--- config.mk ---
export PLATFORM = sky130hd
export DESIGN_NAME = control_sequencer
export DESIGN_NICKNAME = d
export VERILOG_FILES = /design/src/rtl/control_sequencer.sv
export SDC_FILE = /design/constraint.sdc
export NUM_CORES = 1
export LEC_CHECK = 0
export BUFFER_PORTS_ARGS = -buffer_cell sky130_fd_sc_hd__buf_2
export CORE_MARGIN = 8
export CORE_UTILIZATION = 53
export DETAILED_ROUTE_END_ITERATION = 12
export GPL_TIMING_DRIVEN = 0
export HOLD_SLACK_MARGIN = 0.12
export PLACE_DENSITY = 0.82
export SYNTH_ARGS = -nofsm -noshare
export SYNTH_HDL_FRONTEND = slang
export SYNTH_SLANG_ARGS = --single-unit
export TNS_END_PERCENT = 10
--- constraint.sdc ---
create_clock -name clk -period 2.5 [get_ports clk]
set_clock_uncertainty 0.05 [all_clocks]
set_input_delay 0 -clock clk [delete_from_list [all_inputs] [get_ports clk]]
set_output_delay 0 -clock clk [all_outputs]
set_load 0.01 [all_outputs]
--- src/rtl/control_sequencer.sv ---
// Fetch/decode/execute sequencer for the 8-bit CPU.
// Drives the IR/PC/MAR/ACC strobes and the memory handshake, with a memory wait timeout.
module control_sequencer #(
    parameter int word_size   = 8,
    parameter int MEM_TIMEOUT = 15
) (
    input  logic                 clk,
    input  logic                 rst,
    input  logic [word_size-1:0] ir_in,
    input  logic                 mem_ready,
    input  logic                 zero_flag,
    output logic                 ir_load,
    output logic                 pc_inc,
    output logic                 pc_load,
    output logic                 mar_sel,
    output logic                 mar_load,
    output logic                 mem_rd,
    output logic                 mem_wr,
    output logic                 acc_load,
    output logic [1:0]           alu_op,
    output logic                 halted,
    output logic                 fault,
    output logic [2:0]           state
);

    typedef enum logic [2:0] {
        FETCH_A = 3'd0,
        FETCH_M = 3'd1,
        DECODE  = 3'd2,
        EXEC_A  = 3'd3,
        EXEC_M  = 3'd4,
        HALT    = 3'd5,
        FAULT   = 3'd6
    } state_t;

    localparam logic [3:0] OP_LDA = 4'h1;
    localparam logic [3:0] OP_ADD = 4'h2;
    localparam logic [3:0] OP_SUB = 4'h3;
    localparam logic [3:0] OP_STA = 4'h4;
    localparam logic [3:0] OP_JMP = 4'h5;
    localparam logic [3:0] OP_JZ  = 4'h6;
    localparam logic [3:0] OP_HLT = 4'hF;

    state_t     cur_state;
    logic [7:0] wait_cnt;
    logic [3:0] opcode;
    logic       is_sta;
    logic       timeout;

    assign opcode = ir_in[word_size-1 -: 4];
    assign is_sta = (opcode == OP_STA);
    // The cycle that would complete MEM_TIMEOUT waits without a ready faults instead.
    assign timeout = !mem_ready && (wait_cnt == 8'(MEM_TIMEOUT - 1));

    always_ff @(posedge clk or posedge rst) begin
        if (rst) begin
            cur_state <= FETCH_A;
            wait_cnt  <= 8'd0;
        end else begin
            unique case (cur_state)
                FETCH_A: begin
                    cur_state <= FETCH_M;
                    wait_cnt  <= 8'd0;
                end
                FETCH_M: begin
                    if (mem_ready) begin
                        cur_state <= DECODE;
                        wait_cnt  <= 8'd0;
                    end else if (timeout) begin
                        cur_state <= FAULT;
                    end else begin
                        wait_cnt <= wait_cnt + 8'd1;
                    end
                end
                DECODE: begin
                    case (opcode)
                        OP_LDA, OP_ADD, OP_SUB, OP_STA: cur_state <= EXEC_A;
                        OP_HLT:                         cur_state <= HALT;
                        default:                        cur_state <= FETCH_A;
                    endcase
                end
                EXEC_A: begin
                    cur_state <= EXEC_M;
                    wait_cnt  <= 8'd0;
                end
                EXEC_M: begin
                    if (mem_ready) begin
                        cur_state <= FETCH_A;
                        wait_cnt  <= 8'd0;
                    end else if (timeout) begin
                        cur_state <= FAULT;
                    end else begin
                        wait_cnt <= wait_cnt + 8'd1;
                    end
                end
                HALT:    cur_state <= HALT;
                FAULT:   cur_state <= FAULT;
                default: cur_state <= FETCH_A;
            endcase
        end
    end

    // Strobes decode from the state register; all are forced low while rst is held.
    always_comb begin
        ir_load  = 1'b0;
        pc_inc   = 1'b0;
        pc_load  = 1'b0;
        mar_sel  = 1'b0;
        mar_load = 1'b0;
        mem_rd   = 1'b0;
        mem_wr   = 1'b0;
        acc_load = 1'b0;
        alu_op   = 2'b00;
        halted   = 1'b0;
        fault    = 1'b0;
        state    = 3'd0;
        if (!rst) begin
            state = cur_state;
            unique case (cur_state)
                FETCH_A: mar_load = 1'b1;
                FETCH_M: begin
                    mem_rd  = 1'b1;
                    ir_load = mem_ready;
                    pc_inc  = mem_ready;
                end
                DECODE: begin
                    pc_load = (opcode == OP_JMP) ||
                              ((opcode == OP_JZ) && zero_flag);
                end
                EXEC_A: begin
                    mar_sel  = 1'b1;
                    mar_load = 1'b1;
                end
                EXEC_M: begin
                    mem_wr   = is_sta;
                    mem_rd   = !is_sta;
                    acc_load = mem_ready && !is_sta;
                    case (opcode)
                        OP_ADD:  alu_op = 2'b01;
                        OP_SUB:  alu_op = 2'b10;
                        default: alu_op = 2'b00;
                    endcase
                end
                HALT: halted = 1'b1;
                FAULT: begin
                    halted = 1'b1;
                    fault  = 1'b1;
                end
                default: ;
            endcase
        end
    end

endmodule
==> results of run 1 <==
## worst max-delay path: stages (launching register included)
cell and delay (ns):
dfrtp_1 0.38, clkbuf_1 0.32, nand2b_1 0.20, nor3_1 0.25, nand3_1 0.14, nor2_1 0.09
buf_2 0.14
## timing repair
action / CTS / global route
hold buffers: 2 / 0
endpoints found under the setup margin: 0 / 0
hold endpoints to repair: 13 / 0
## path summary, 6_finish.rpt
path / endpoint / slack (ns) / depth (start not counted)
worst max-delay path: alu_op[1] / 0.67 / 6
worst min-delay path: cur_state[0] / 0.17 / 4
worst max register to register: wait_cnt[1] / 0.80 / 6
worst min register to register: wait_cnt[7] / 0.51 / 1
max in group asynchronous: cur_state[0] / 1.83 / 3
min in group asynchronous: cur_state[1] / 0.27 / 3
## power breakdown
part / internal, mW / switching, mW / leakage [nW]
combinational: 0.165 / 0.251 / 0.416
clock: 0.0618 / 0.0617 / 0.0150
sequential: 0.210 / 0.0298 / 0.149
## per-layer routing
layer	global-route usage	vias up	wire length (µm)
met5	0	-	0
met4	0.04124	0	21
li1	-	443	-
met1	0.1706	414	923
met2	0.2241	30	1074
met3	0.06292	5	188
## through the flow
step / instance area, µm² / cells / hold slack [ns]
global route: 1046 / 150 / 0.1839
CTS: 1046 / 150 / 0.1526
floorplan: 869.6 / 106 / -0.1976
detailed placement: 999.7 / 144 / 0.01406
global placement: 999.7 / 144 / 0.009732
finish: 1046 / 150 / 0.1677
## cells in the final DEF (no fill, tap or decap), types with 3 or more instances in the layout
cell type and n:
nor2_1 13, o21ai_0 5, a21oi_1 5, clkbuf_4 3, nand2b_1 4, dfrtp_1 11
and4_1 3, buf_2 23, and3_1 8, nor3_1 3, nor4_1 4, o21a_1 3
nor2b_1 7, clkbuf_1 3, nand3_1 5, a211o_1 3, inv_1 6
## logic make-up (layout without fill, tap and decap cells)
kind of cell    after synthesis  in the layout  share of synthesized area
mux                           1              1                    0.01726
fa+ha+maj                     2              2                    0.02877
xor+xnor                      2              2                    0.02015
flops                        11             11                     0.3165
compound gates               26             26                     0.1986
simple gates                 54             54                     0.3698
buf+inv                      10             38                    0.04892
## state kept, by name, indices dropped and copies added, names as in the netlist
name       count
cur_state      3
wait_cnt       8
## area by class of cell
type | count | share of cell area
clock buffer | 4 | 0.02512
multi-input combinational | 85 | 0.5275
tap | 16 | 0.01914
inverter | 6 | 0.02153
sequential | 11 | 0.2632
timing repair buffer | 24 | 0.1244
buffer | 4 | 0.01914
==> results.md, run 1 <==
- Top FF cell, synth: dfrtp_1
- Routed WL: 2207 µm
- Worst Hold Class: input port to register
- Post-synthesis async set-or-reset flop share: 1.000
- Area used by multi-input combinational logic: approximately 550 µm²
- Final hold vios: 0
- Final core occ: 0.6864
- Crit Reg-Reg Startpoint: wait_cnt[0]
- Tightest Pin Transition: 0.4467 ns
- PwrDens: ~740 nW/µm²
- Netlist Area Pre-Place: around 870 µm²
- Post-synth top area share: 0.3165
- Die width: approximately 57 µm
- Vias in the first global route: 820
- Worst-skew pair later-pin latency: around 0.27 ns
- Die Y: roughly 57 µm
- I/O pin total: 27
- EDFF count, synth: 0
- Worst VDD drop: between 0.0006 and 0.0007 V
- Cell count after synthesis: ~110
- Synth Area per Inst: around 8.2 µm²
- RSZ-0062 raised after global routing: no
- Rows: 14
- CP Launch Point: cur_state[2]
- RD Place Congestion: between 0.8 and 0.9
- Status: finished, final reports clean
- Final setup fails: 0
- Core region area: 1524 µm²
- Max Fanout on Critical Path: 10
- Residual DRC: 0
- Reg area: around 280 µm²
- Num CTS Buffers: 3
- FF+latch count, synth: 11
- Final Net Count: between 100 and 150
- Port-buffer cells: 22
- Fin worst setup slack: around 0.67 ns
- DR iter-0 viols: 46
- Post-synthesis cell type count: 32
- Clk slew on worst S/H paths: roughly 0.070 ns
- DP Worst Slack: ~0.81 ns
- Sequential fraction of the synthesis area: 0.3165
- Ratio of cells with drive above 1 in the final layout: 0.2239
- Total global routing track utilization: 0.1429
- Worst setup path class: register to primary output
- Setup Fix Bufs, Post-CTS: 0
- Pin count of the biggest net entering global routing: 12
- Initial core utilization: 0.5706
- PostCTS Resize Cnt: 0
- Final period util: 0.7322
- Post-DP HPWL: approximately 1700 µm
- Max-cap viol count: 0
- Hold Startpoint: ir_in[4]
- ANT nets after route: 0
- First-pass GRT wire length: about 3700 µm
- Die area: around 3200 µm²
- Synth area leaders: dfrtp_1 (32%), and3_1 (5.8%), nor2_1 (5.6%)
- H-tree depth: 1
- Top cells by count, synth: nor2_1 (13), dfrtp_1 (11), and3_1 (8)
- Via count: 892
- Grt ovf: 0
- Yosys top cell by area: dfrtp_1
- Clock tree root buffer cell: clkbuf_4
- Warnings, synthesis: 0
- Required @ worst endpoint: 2.45 ns
- CTS tree: done
- FMAX: roughly 550 MHz
- Initial antenna violation count: 0
- Mapped Nets: 120
- Vias per inst: roughly 5.9
- Startpoint Class: register
- Filler cells: 133
- Pwr Total: around 0.78 mW
- Avg WL per Cell: 14.71 µm
- Arr. time, crit path: approximately 1.8 ns
- Area grow syn2layout: 20.29%
- Top-count cell post-synth: nor2_1
- Setup TNS: 0 ns
- Pins Over Slew Limit: 0
- Clock sink total: 11
- Slew margin rel.: 0.7002
- Antenna Cells: 0
- Clock buffer depth: 2
- CP endpoint kind: primary output
- 1st-pass router iterations: 4
- Leak: 0.5801 nW
- Period minus WS final: between 1.5 and 2 ns
(Power assumes the default switching activity.)
==> run 2: changes to the inputs <==
Settings changed: CORE_UTILIZATION 53 to 45, PLACE_DENSITY 0.82 to 0.74.
Clock period 2.5 ns to 1.6 ns, I/O delays scaled along.
==> results.md, run 2 (synthesis results as in run 1) <==
- Fin worst setup slack: -0.06798 ns
- Worst VDD drop: between 0.0009 and 0.001 V
- RD Place Congestion: 0.8101
- Rows: 16
- CTS tree: done
- Avg WL per Cell: between 10 and 15 µm
- Final Net Count: 154
- Final setup fails: 2
- Final period util: 1.042
- H-tree depth: 1
- Worst Hold Class: input port to register
- Clock sink total: 11
- Commonest non-fill, non-tap cells in the layout: buf_2 (23), nor2_1 (12), and3_1 (8), dfrtp_1 (8), buf_4 (7)
- Area used by multi-input combinational logic: 605.6 µm²
- Vias in the first global route: roughly 840
- Final hold vios: 0
- DR iter-0 viols: 31
- Required @ worst endpoint: 1.72 ns
- Via count: 950
- Clk slew on worst S/H paths: approximately 0.07 ns
- Port-buffer cells: 22
- Vias per inst: about 5.7
- Grt ovf: 0
- Pwr Total: approximately 1.4 mW
- Residual DRC: 0
- Largest register by flop count: wait_cnt
- PwrDens: about 1200 nW/µm²
- Setup TNS: -0.07033 ns
- 1st-pass router iterations: 4
- WHS: approximately 0.14 ns
- Period minus WS final: between 1.5 and 2 ns
- Die area: 3595 µm²
- Worst setup path class: register to register
- Initial core utilization: 0.4621
- Clock buffer depth: 2
- Die Y: 59.96 µm
- I/O pin total: 27
- Reg area: 279.0 µm²
- Pin count of the biggest net entering global routing: 12
- Status: finished, violations left
- Startpoint Class: register
- CP endpoint kind: register
- Ratio of cells with drive above 1 in the final layout: 0.3525
- Worst-skew pair later-pin latency: 0.28 ns
- Num CTS Buffers: 3
- Filler cells: 188
- Die width: roughly 60 µm
- Tightest Pin Transition: approximately 0.46 ns
- Final core occ: 0.6197
- Most common cell after layout, fill and taps aside: buf_2
- Max-cap viol count: 0
- Max FFs per register: 8
- Post-DP HPWL: between 1500 and 2000 µm
- Total global routing track utilization: 0.1391
- Max Fanout on Critical Path: 4
- Pins Over Slew Limit: 0
- FMAX: approximately 600 MHz
- Core region area: 1882 µm²
- Slew margin rel.: 0.6920
- Initial antenna violation count: 0
- Arr. time, crit path: between 1.5 and 2 ns
- Area grow syn2layout: 34.10%
- Violated checks: negative setup slack
- ANT nets after route: 0
- RSZ-0062 raised after global routing: yes
- First-pass GRT wire length: about 3700 µm
- Antenna Cells: 0
- Leak: a little over 0.6 nW
- Top Registers: wait_cnt: 8 flops, cur_state: 3 flops
- Routed WL: approximately 2400 µm
- Clock tree root buffer cell: clkbuf_4
==> run 2: cell type report <==
class | instances | area share
sequential | 11 | 0.2393
clock buffer | 4 | 0.02253
tap | 27 | 0.02897
timing repair buffer | 29 | 0.1438
inverter | 6 | 0.01931
multi-input combinational | 85 | 0.5193
buffer | 4 | 0.02682
==> run 2: where the power goes <==
group / leakage [nW] / switching (mW) / internal, mW / total [mW]
sequential: 0.144 / 0.0580 / 0.330 / 0.388
combinational: 0.460 / 0.450 / 0.355 / 0.806
clock: 0.0150 / 0.0995 / 0.0971 / 0.197
==> run 2: worst paths after layout <==
path / startpoint / endpoint / slack (ns) / cells past startpoint
setup / recovery: wait_cnt[4] / wait_cnt[1] / -0.07 / 4
hold / removal: mem_ready / cur_state[1] / 0.14 / 4
setup reg to reg: wait_cnt[4] / wait_cnt[1] / -0.07 / 4
hold reg to reg: wait_cnt[1] / wait_cnt[1] / 0.53 / 1
max in group asynchronous: rst / wait_cnt[4] / 0.94 / 3
min in group asynchronous: rst / cur_state[0] / 0.24 / 3
==> run 2: per-layer routing <==
metal	vias up	wire, µm	global-route usage	share of wire
li1	457	-	-	-
met1	450	1058	0.1538	0.43
met2	38	1133	0.2154	0.47
met3	5	195	0.06237	0.080
met4	0	45	0.07823	0.018
met5	-	0	0	0
==> run 2: metrics by stage <==
step / instances / worst slack [ns] / cell area [µm²]
global route: 166 / -0.1417 / 1166
CTS: 166 / -0.02489 / 1117
global placement: 155 / -0.1143 / 1013
finish: 166 / -0.06798 / 1166
detailed placement: 155 / -0.1245 / 1013
floorplan: 106 / 0.01564 / 869.6
==> run 2: critical path, cell delays in order, from the launching register on <==
cell and delay (ns):
dfrtp_2 0.43, nor4_4 0.36, nand4_4 0.15, o21a_1 0.26, mux2_4 0.30
==> run 2: repair_timing <==
action	4_1_cts	5_1_grt
pin swaps	2	6
resized for setup	8	21
hold endpoints to repair	12	0
setup buffers	5	0
hold buffers	2	0
setup endpoints to repair	12	16
